**src/rtl/psram_xfer_engine.sv**
```systemverilog
// Single-transaction PSRAM pin sequencer: command, address, optional wait, one data byte.
// SDR lane modes SPI/QSPI/QPI/OPI; SCK half-period comes from a reloading prescaler.
module psram_xfer_engine #(
   parameter int ADDR_WIDTH = 24,
   parameter int CNT_WIDTH  = 8
) (
   input  logic                  clk_i,
   input  logic                  rst_i,
   input  logic                  start_i,
   input  logic                  wr_i,
   input  logic [1:0]            mode_i,
   input  logic [7:0]            pscr_i,
   input  logic [7:0]            cmd_i,
   input  logic [ADDR_WIDTH-1:0] addr_i,
   input  logic [7:0]            wait_i,
   input  logic [7:0]            wr_data_i,
   output logic [7:0]            rd_data_o,
   output logic                  busy_o,
   output logic                  done_o,
   output logic                  psram_sck_o,
   output logic                  psram_ce_o,
   output logic [7:0]            psram_io_en_o,
   output logic [7:0]            psram_io_out_o,
   input  logic [7:0]            psram_io_in_i
);

   localparam int SR_W = ADDR_WIDTH + 16;

   typedef enum logic [2:0] {
      ST_IDLE,
      ST_CMD,
      ST_ADDR,
      ST_WAIT,
      ST_DATA,
      ST_HOLD
   } state_e;

   typedef enum logic [1:0] {
      LN_1,
      LN_4,
      LN_8
   } lanes_e;

   state_e               state_q, state_d;
   logic                 sck_q, sck_d;
   logic [CNT_WIDTH-1:0] cnt_q, cnt_d;
   logic [CNT_WIDTH-1:0] half_q, half_d;
   logic [CNT_WIDTH-1:0] ph_q, ph_d;
   logic [SR_W-1:0]      sr_q, sr_d;
   logic [7:0]           rx_q, rx_d;
   logic [7:0]           rd_data_q, rd_data_d;
   logic [7:0]           wait_q, wait_d;
   logic                 wr_q, wr_d;
   logic                 done_q, done_d;
   logic [1:0]           mode_q, mode_d;

   logic                 tick;
   lanes_e               lanes;
   logic [7:0]           pscr_m1;
   state_e               nxt;
   logic                 drive;

   function automatic lanes_e lanes_of(input state_e st, input logic [1:0] mode);
      lanes_e l;
      case (mode)
         2'b00:   l = LN_1;
         2'b01:   l = (st == ST_CMD) ? LN_1 : LN_4;
         2'b10:   l = LN_4;
         default: l = LN_8;
      endcase
      return l;
   endfunction

   // Length of a phase in SCK cycles minus one; HOLD counts two prescaler ticks.
   function automatic logic [CNT_WIDTH-1:0] phase_last(input state_e st, input logic [1:0] mode,
                                                       input logic [7:0] wait_cycles);
      int nbits;
      int len;
      nbits = (st == ST_ADDR) ? ADDR_WIDTH : 8;
      case (lanes_of(st, mode))
         LN_1:    len = nbits;
         LN_4:    len = nbits / 4;
         default: len = nbits / 8;
      endcase
      if (st == ST_WAIT) len = int'(wait_cycles);
      if (st == ST_HOLD) len = 2;
      return CNT_WIDTH'(len - 1);
   endfunction

   assign tick    = (cnt_q == '0);
   assign lanes   = lanes_of(state_q, mode_q);
   assign pscr_m1 = (pscr_i < 8'd2) ? 8'd1 : pscr_i - 8'd1;

   always_comb begin
      state_d   = state_q;
      sck_d     = sck_q;
      cnt_d     = cnt_q;
      half_d    = half_q;
      ph_d      = ph_q;
      sr_d      = sr_q;
      rx_d      = rx_q;
      rd_data_d = rd_data_q;
      wait_d    = wait_q;
      wr_d      = wr_q;
      mode_d    = mode_q;
      done_d    = 1'b0;
      nxt       = ST_IDLE;

      case (state_q)
         ST_IDLE: begin
            // Start is not taken in the completion cycle itself.
            if (start_i && !done_q) begin
               wr_d    = wr_i;
               mode_d  = mode_i;
               wait_d  = wait_i;
               half_d  = CNT_WIDTH'(pscr_m1);
               cnt_d   = CNT_WIDTH'(pscr_m1);
               sr_d    = {cmd_i, addr_i, wr_data_i};
               ph_d    = phase_last(ST_CMD, mode_i, wait_i);
               rx_d    = '0;
               sck_d   = 1'b0;
               state_d = ST_CMD;
            end
         end

         ST_HOLD: begin
            cnt_d = tick ? half_q : cnt_q - CNT_WIDTH'(1);
            if (tick) begin
               if (ph_q == '0) begin
                  state_d = ST_IDLE;
                  done_d  = 1'b1;
                  if (!wr_q) rd_data_d = rx_q;
               end else begin
                  ph_d = ph_q - CNT_WIDTH'(1);
               end
            end
         end

         ST_CMD, ST_ADDR, ST_WAIT, ST_DATA: begin
            cnt_d = tick ? half_q : cnt_q - CNT_WIDTH'(1);
            if (tick) begin
               sck_d = ~sck_q;
               if (!sck_q) begin
                  if (state_q == ST_DATA && !wr_q) begin
                     case (lanes)
                        LN_1:    rx_d = {rx_q[6:0], psram_io_in_i[1]};
                        LN_4:    rx_d = {rx_q[3:0], psram_io_in_i[3:0]};
                        default: rx_d = psram_io_in_i;
                     endcase
                  end
               end else begin
                  if (state_q != ST_WAIT) begin
                     case (lanes)
                        LN_1:    sr_d = {sr_q[SR_W-2:0], 1'b0};
                        LN_4:    sr_d = {sr_q[SR_W-5:0], 4'b0};
                        default: sr_d = {sr_q[SR_W-9:0], 8'b0};
                     endcase
                  end
                  if (ph_q == '0) begin
                     case (state_q)
                        ST_CMD:  nxt = ST_ADDR;
                        ST_ADDR: nxt = (wait_q != 8'd0) ? ST_WAIT : ST_DATA;
                        ST_WAIT: nxt = ST_DATA;
                        default: nxt = ST_HOLD;
                     endcase
                     state_d = nxt;
                     ph_d    = phase_last(nxt, mode_q, wait_q);
                  end else begin
                     ph_d = ph_q - CNT_WIDTH'(1);
                  end
               end
            end
         end

         default: state_d = ST_IDLE;
      endcase
   end

   always_ff @(posedge clk_i or posedge rst_i) begin
      if (rst_i) begin
         state_q   <= ST_IDLE;
         sck_q     <= 1'b0;
         cnt_q     <= '0;
         half_q    <= '0;
         ph_q      <= '0;
         sr_q      <= '0;
         rx_q      <= '0;
         rd_data_q <= '0;
         wait_q    <= '0;
         wr_q      <= 1'b0;
         done_q    <= 1'b0;
         mode_q    <= '0;
      end else begin
         state_q   <= state_d;
         sck_q     <= sck_d;
         cnt_q     <= cnt_d;
         half_q    <= half_d;
         ph_q      <= ph_d;
         sr_q      <= sr_d;
         rx_q      <= rx_d;
         rd_data_q <= rd_data_d;
         wait_q    <= wait_d;
         wr_q      <= wr_d;
         done_q    <= done_d;
         mode_q    <= mode_d;
      end
   end

   // Lanes are only driven while the engine itself owns the bus.
   always_comb begin
      drive          = (state_q == ST_CMD) || (state_q == ST_ADDR) || (state_q == ST_DATA && wr_q);
      psram_io_en_o  = '0;
      psram_io_out_o = '0;
      if (drive) begin
         case (lanes)
            LN_1: begin
               psram_io_en_o  = 8'h01;
               psram_io_out_o = {7'b0, sr_q[SR_W-1]};
            end
            LN_4: begin
               psram_io_en_o  = 8'h0F;
               psram_io_out_o = {4'b0, sr_q[SR_W-1 -: 4]};
            end
            default: begin
               psram_io_en_o  = 8'hFF;
               psram_io_out_o = sr_q[SR_W-1 -: 8];
            end
         endcase
      end
   end

   assign psram_ce_o  = (state_q == ST_IDLE) || (state_q == ST_HOLD);
   assign busy_o      = (state_q != ST_IDLE);
   assign psram_sck_o = sck_q;
   assign done_o      = done_q;
   assign rd_data_o   = rd_data_q;

endmodule
```
**config.mk**
```make
export PLATFORM = sky130hd
export DESIGN_NAME = psram_xfer_engine
export DESIGN_NICKNAME = d
export VERILOG_FILES = /design/src/rtl/psram_xfer_engine.sv
export SDC_FILE = /design/constraint.sdc
export NUM_CORES = 1
export LEC_CHECK = 0
export CAP_MARGIN = 10
export CORE_ASPECT_RATIO = 1.25
export CORE_MARGIN = 2
export CORE_UTILIZATION = 31
export DETAILED_ROUTE_END_ITERATION = 10
export GPL_TIMING_DRIVEN = 1
export PLACE_DENSITY_LB_ADDON = 0.05
export SLEW_MARGIN = 20
export SYNTH_ARGS = -nofsm -noshare
export SYNTH_HDL_FRONTEND = slang
export SYNTH_SLANG_ARGS = --single-unit
```
**constraint.sdc**
```tcl
create_clock -name clk_i -period 3.3 [get_ports clk_i]
set_input_delay 0.66 -clock clk_i [delete_from_list [all_inputs] [get_ports clk_i]]
set_output_delay 0.66 -clock clk_i [all_outputs]
set_load 0.02 [all_outputs]
```
==> results.ini, run 1 <==
[power]
max-vdd-ir-drop_uv = 428
p_per_area_mw_per_mm2 = 1020
p_leak_nw = 3.25
p_total_mw = 7.85

[route]
ant_nets = 0
wl_per_cell_um = 16.7
wirelength_mm = 18.0
drc_errors = 0
vias_per_cell = 5.14
drt-initial-drc-count = 223
vias = 5527
first_pass_iters = 5

[timing]
fin_crit_ns = 3.09
finalSetupViolations = 0
fmax_ghz = 0.324
post-route-period-util_pct = 93.5
hold_viol_final = 0
clock_skew_ns = 0.0124
tightest_slew_ns = 0.744
relSlewSlack_pct = 50.3
rsz0062_at_grt = false
tns_ns = 0
fin_ws_ns = 0.213
maxSlewViolCount = 0
holdWs_ns = 0.481

[clock_network]
cts_hold_buf = 0
clk_latency_ns = 0.36
clock_sinks = 96
cts_buffer_depth = 2
numCtsBuffers = 9
tritoncts = done
clk_pin_slew_ns = 0.07
h-tree-depth = 3
cts_root_buf = clkbuf_16

[critical_path]
cp-start-kind = flip-flop
slowest_stage = clkdlybuf4s50_1
path_max_fanout = 10
worstPathRequired_ns = 2.64
critPathCaptureType = primary output
critPathKind = reg2out
cpPeakStageDelay_ns = 0.65
reg2reg_from = state_q[1]$_DFFE_PP0P_
crit_path_cell_trace = nand2b_1 -> o21ai_4 -> mux2i_1 -> a211oi_1 -> clkdlybuf4s50_1
cp.arrival_ns = 2.43
crit_start = mode_q[1]$_DFFE_PP0P_

[logic_synthesis]
ys_seq_area_share_pct = 39.6
synth_edf_count = 0
ys_types = 66
synth_xor_area_share_pct = 1.73
yosys.area.top_type = dfrtp_1
async_reset_ff_share_pct = 100
synth_top_area_share_pct = 39.6
synth_cells = 722
ys_top_cells_by_area = dfrtp_1 40%, mux2i_1 7.4%, nand2_1 7.1%
synth_mux_area_share_pct = 8.91
synth_compound_area_share_pct = 23.8
synth.net_count = 797
yosysWarnings = 0
ys.flop_type = dfrtp_1
syn_area_mm2 = 0.00606
synthSimpleGateAreaFrac_pct = 20.2
yosys.area_share.adder_pct = 1.03
syn_area_per_cell_um2 = 8.40
ys_ff_latch = 96
synth_top_family_by_area = compound AO/OA/AOI/OAI gates

[placed_design]
pre_cts_slack_ns = 0.373
port-buffer-count = 97
dp_hpwl_mm = 13.0
place_congestion = 0.942
dp_cells = 1057

[floorplan]
ios = 98
dieArea_mm2 = 0.0207
row_count = 57
die_h_um = 160
die_x_um = 129
coreArea_mm2 = 0.0193
start_util_pct = 31.4

[global_routing]
grt_pass1_vias = 5431
grt_first_pass_wirelength_mm = 29.5
grtUsageTotal_pct = 18.0
grt_max_degree = 81
antenna_found_initial = 0
grt_overflow_total = 0

[run_status]
status = completed

[worst_hold_path]
min_from = half_q[1]$_DFFE_PP0P_
hold_path.class = reg2reg

[final_layout]
area_growth_pct = 26.9
layout-drive-gt1-share_pct = 9.00
fill_cells = 2000
multiInputGateArea_mm2 = 0.00340
seqCellArea_mm2 = 0.00240
layout.nets = 882
stdcell_count = 1076
diodes = 0

[job]
drv_cap = 0

[cells in the final DEF (no fill, tap or decap), drive strengths merged, types with 4 or more instances in the layout]
master,instances
inv,14
clkbuf,10
a31oi,4
o21ai,84
nand2,114
nor2,72
nand2b,9
a221o,6
nor3,17
dfrtp,96
and2,9
nand3,4
o31ai,5
mux2i,45
a21oi,57
a22oi,6
and3,4
mux2,8
a21o,10
ha,5
or3,5
a211oi,36
nor2b,5
xnor2,8
nor3b,4
xor2,4
o211ai,4
clkdlybuf4s50,97
buf,27
[cell type report]
type / count / area share [%]
multi-input cells: 563 / 44.2
flip-flops and latches: 96 / 31.2
repair buffers: 124 / 15.7
well taps: 265 / 4.31
clock buffers: 10 / 3.11
clock inverters: 5 / 0.732
inverters: 13 / 0.667
[sequential cells by signal (all words and copies together), names as in the netlist]
| name | count |
|---|---|
| mode_q | 2 |
| psram_sck_o | 1 |
| wait_q | 8 |
| half_q | 8 |
| cnt_q | 8 |
| done_o | 1 |
| sr_q | 40 |
| rd_data_o | 8 |
| rx_q | 8 |
| ph_q | 8 |
| wr_q | 1 |
| state_q | 3 |
[final timing paths]
| path | end | slack, ns | cells after the start |
|---|---|---|---|
| min in group asynchronous | sr_q[11]$_DFFE_PP0P_ | 0.64 | 2 |
| max reg2reg | ph_q[6]$_DFFE_PP0P_ | 0.33 | 10 |
| max in group asynchronous | sr_q[35]$_DFFE_PP0P_ | 2.00 | 3 |
| min reg2reg | half_q[1]$_DFFE_PP0P_ | 0.48 | 1 |
| min | half_q[1]$_DFFE_PP0P_ | 0.48 | 1 |
| max | psram_io_out_o[0] | 0.21 | 5 |
[layer usage]
metal  vias up  global-route usage, %  part of all wire, %
met5         -                      0                    0
met4         0                   5.78                  1.4
met1      2657                   24.2                   46
li1       2747                      -                    -
met2       109                   30.2                   50
met3        14                   1.87                  3.0
[per-stage QoR]
| step | cell area (µm²) | utilization (%) |
|---|---|---|
| final | 7690 | 39.8 |
| after floorplan | 6060 | - |
| after CTS | 7660 | 39.6 |
| after global placement | 7360 | 38.1 |
| after global routing | 7690 | 39.8 |
| after detailed placement | 7360 | 38.1 |
[logic make-up after synthesis]
| group | after synthesis |
|---|---|
| flip-flops | 96 |
| AO/OA/AOI/OAI | 231 |
| adder cells (fa/ha/maj) | 5 |
| XOR/XNOR | 12 |
| AND/OR/NAND/NOR | 262 |
| buffers and inverters | 63 |
| multiplexers | 53 |
[power breakdown]
part           leakage (nW)  internal [mW]  total, mW  switching [mW]
Combinational          1.87           1.92       4.56            2.64
Sequential             1.23           1.65       2.20           0.550
Clock                 0.145          0.605       1.09           0.481
[critical path, delay by kind of cell (launching register included)]
kind                   cells  cell delay [ns]
buffers and inverters      1             0.65
and+or+nand+nor            1             0.24
AOI/OAI and AO/OA          2             0.58
DFF                        1             0.48
muxes                      1             0.13
[timing repair]
action	CTS	global route
setup buffers	0	4
gates resized for setup	0	1
endpoints found under the setup margin	0	2
[cell usage after synthesis, drive strengths merged (3+ instances only)]
cell / instances
nor4b: 3
nor2: 72
and3: 4
mux2i: 45
dfrtp: 96
nor2b: 5
xor2: 4
o31ai: 5
nand2b: 9
nand3: 4
o21ai: 84
a211oi: 36
clkbuf: 30
a21o: 10
nor3: 17
a2bb2oi: 3
nand2: 114
ha: 5
a21oi: 57
a221o: 6
inv: 13
a31oi: 4
nor4: 3
or2: 3
nor3b: 4
or3: 5
xnor2: 8
a22oi: 6
buf: 20
o22ai: 3
mux2: 8
o211ai: 4
and2: 9
No activity file was read; power rests on OpenSTA's default activity.
==> inputs of run 2 (changes only) <==
SLEW_MARGIN = not set   (was 20)
==> results of run 2 <==
Final layout, timing and power as in run 1 (identical DEF).
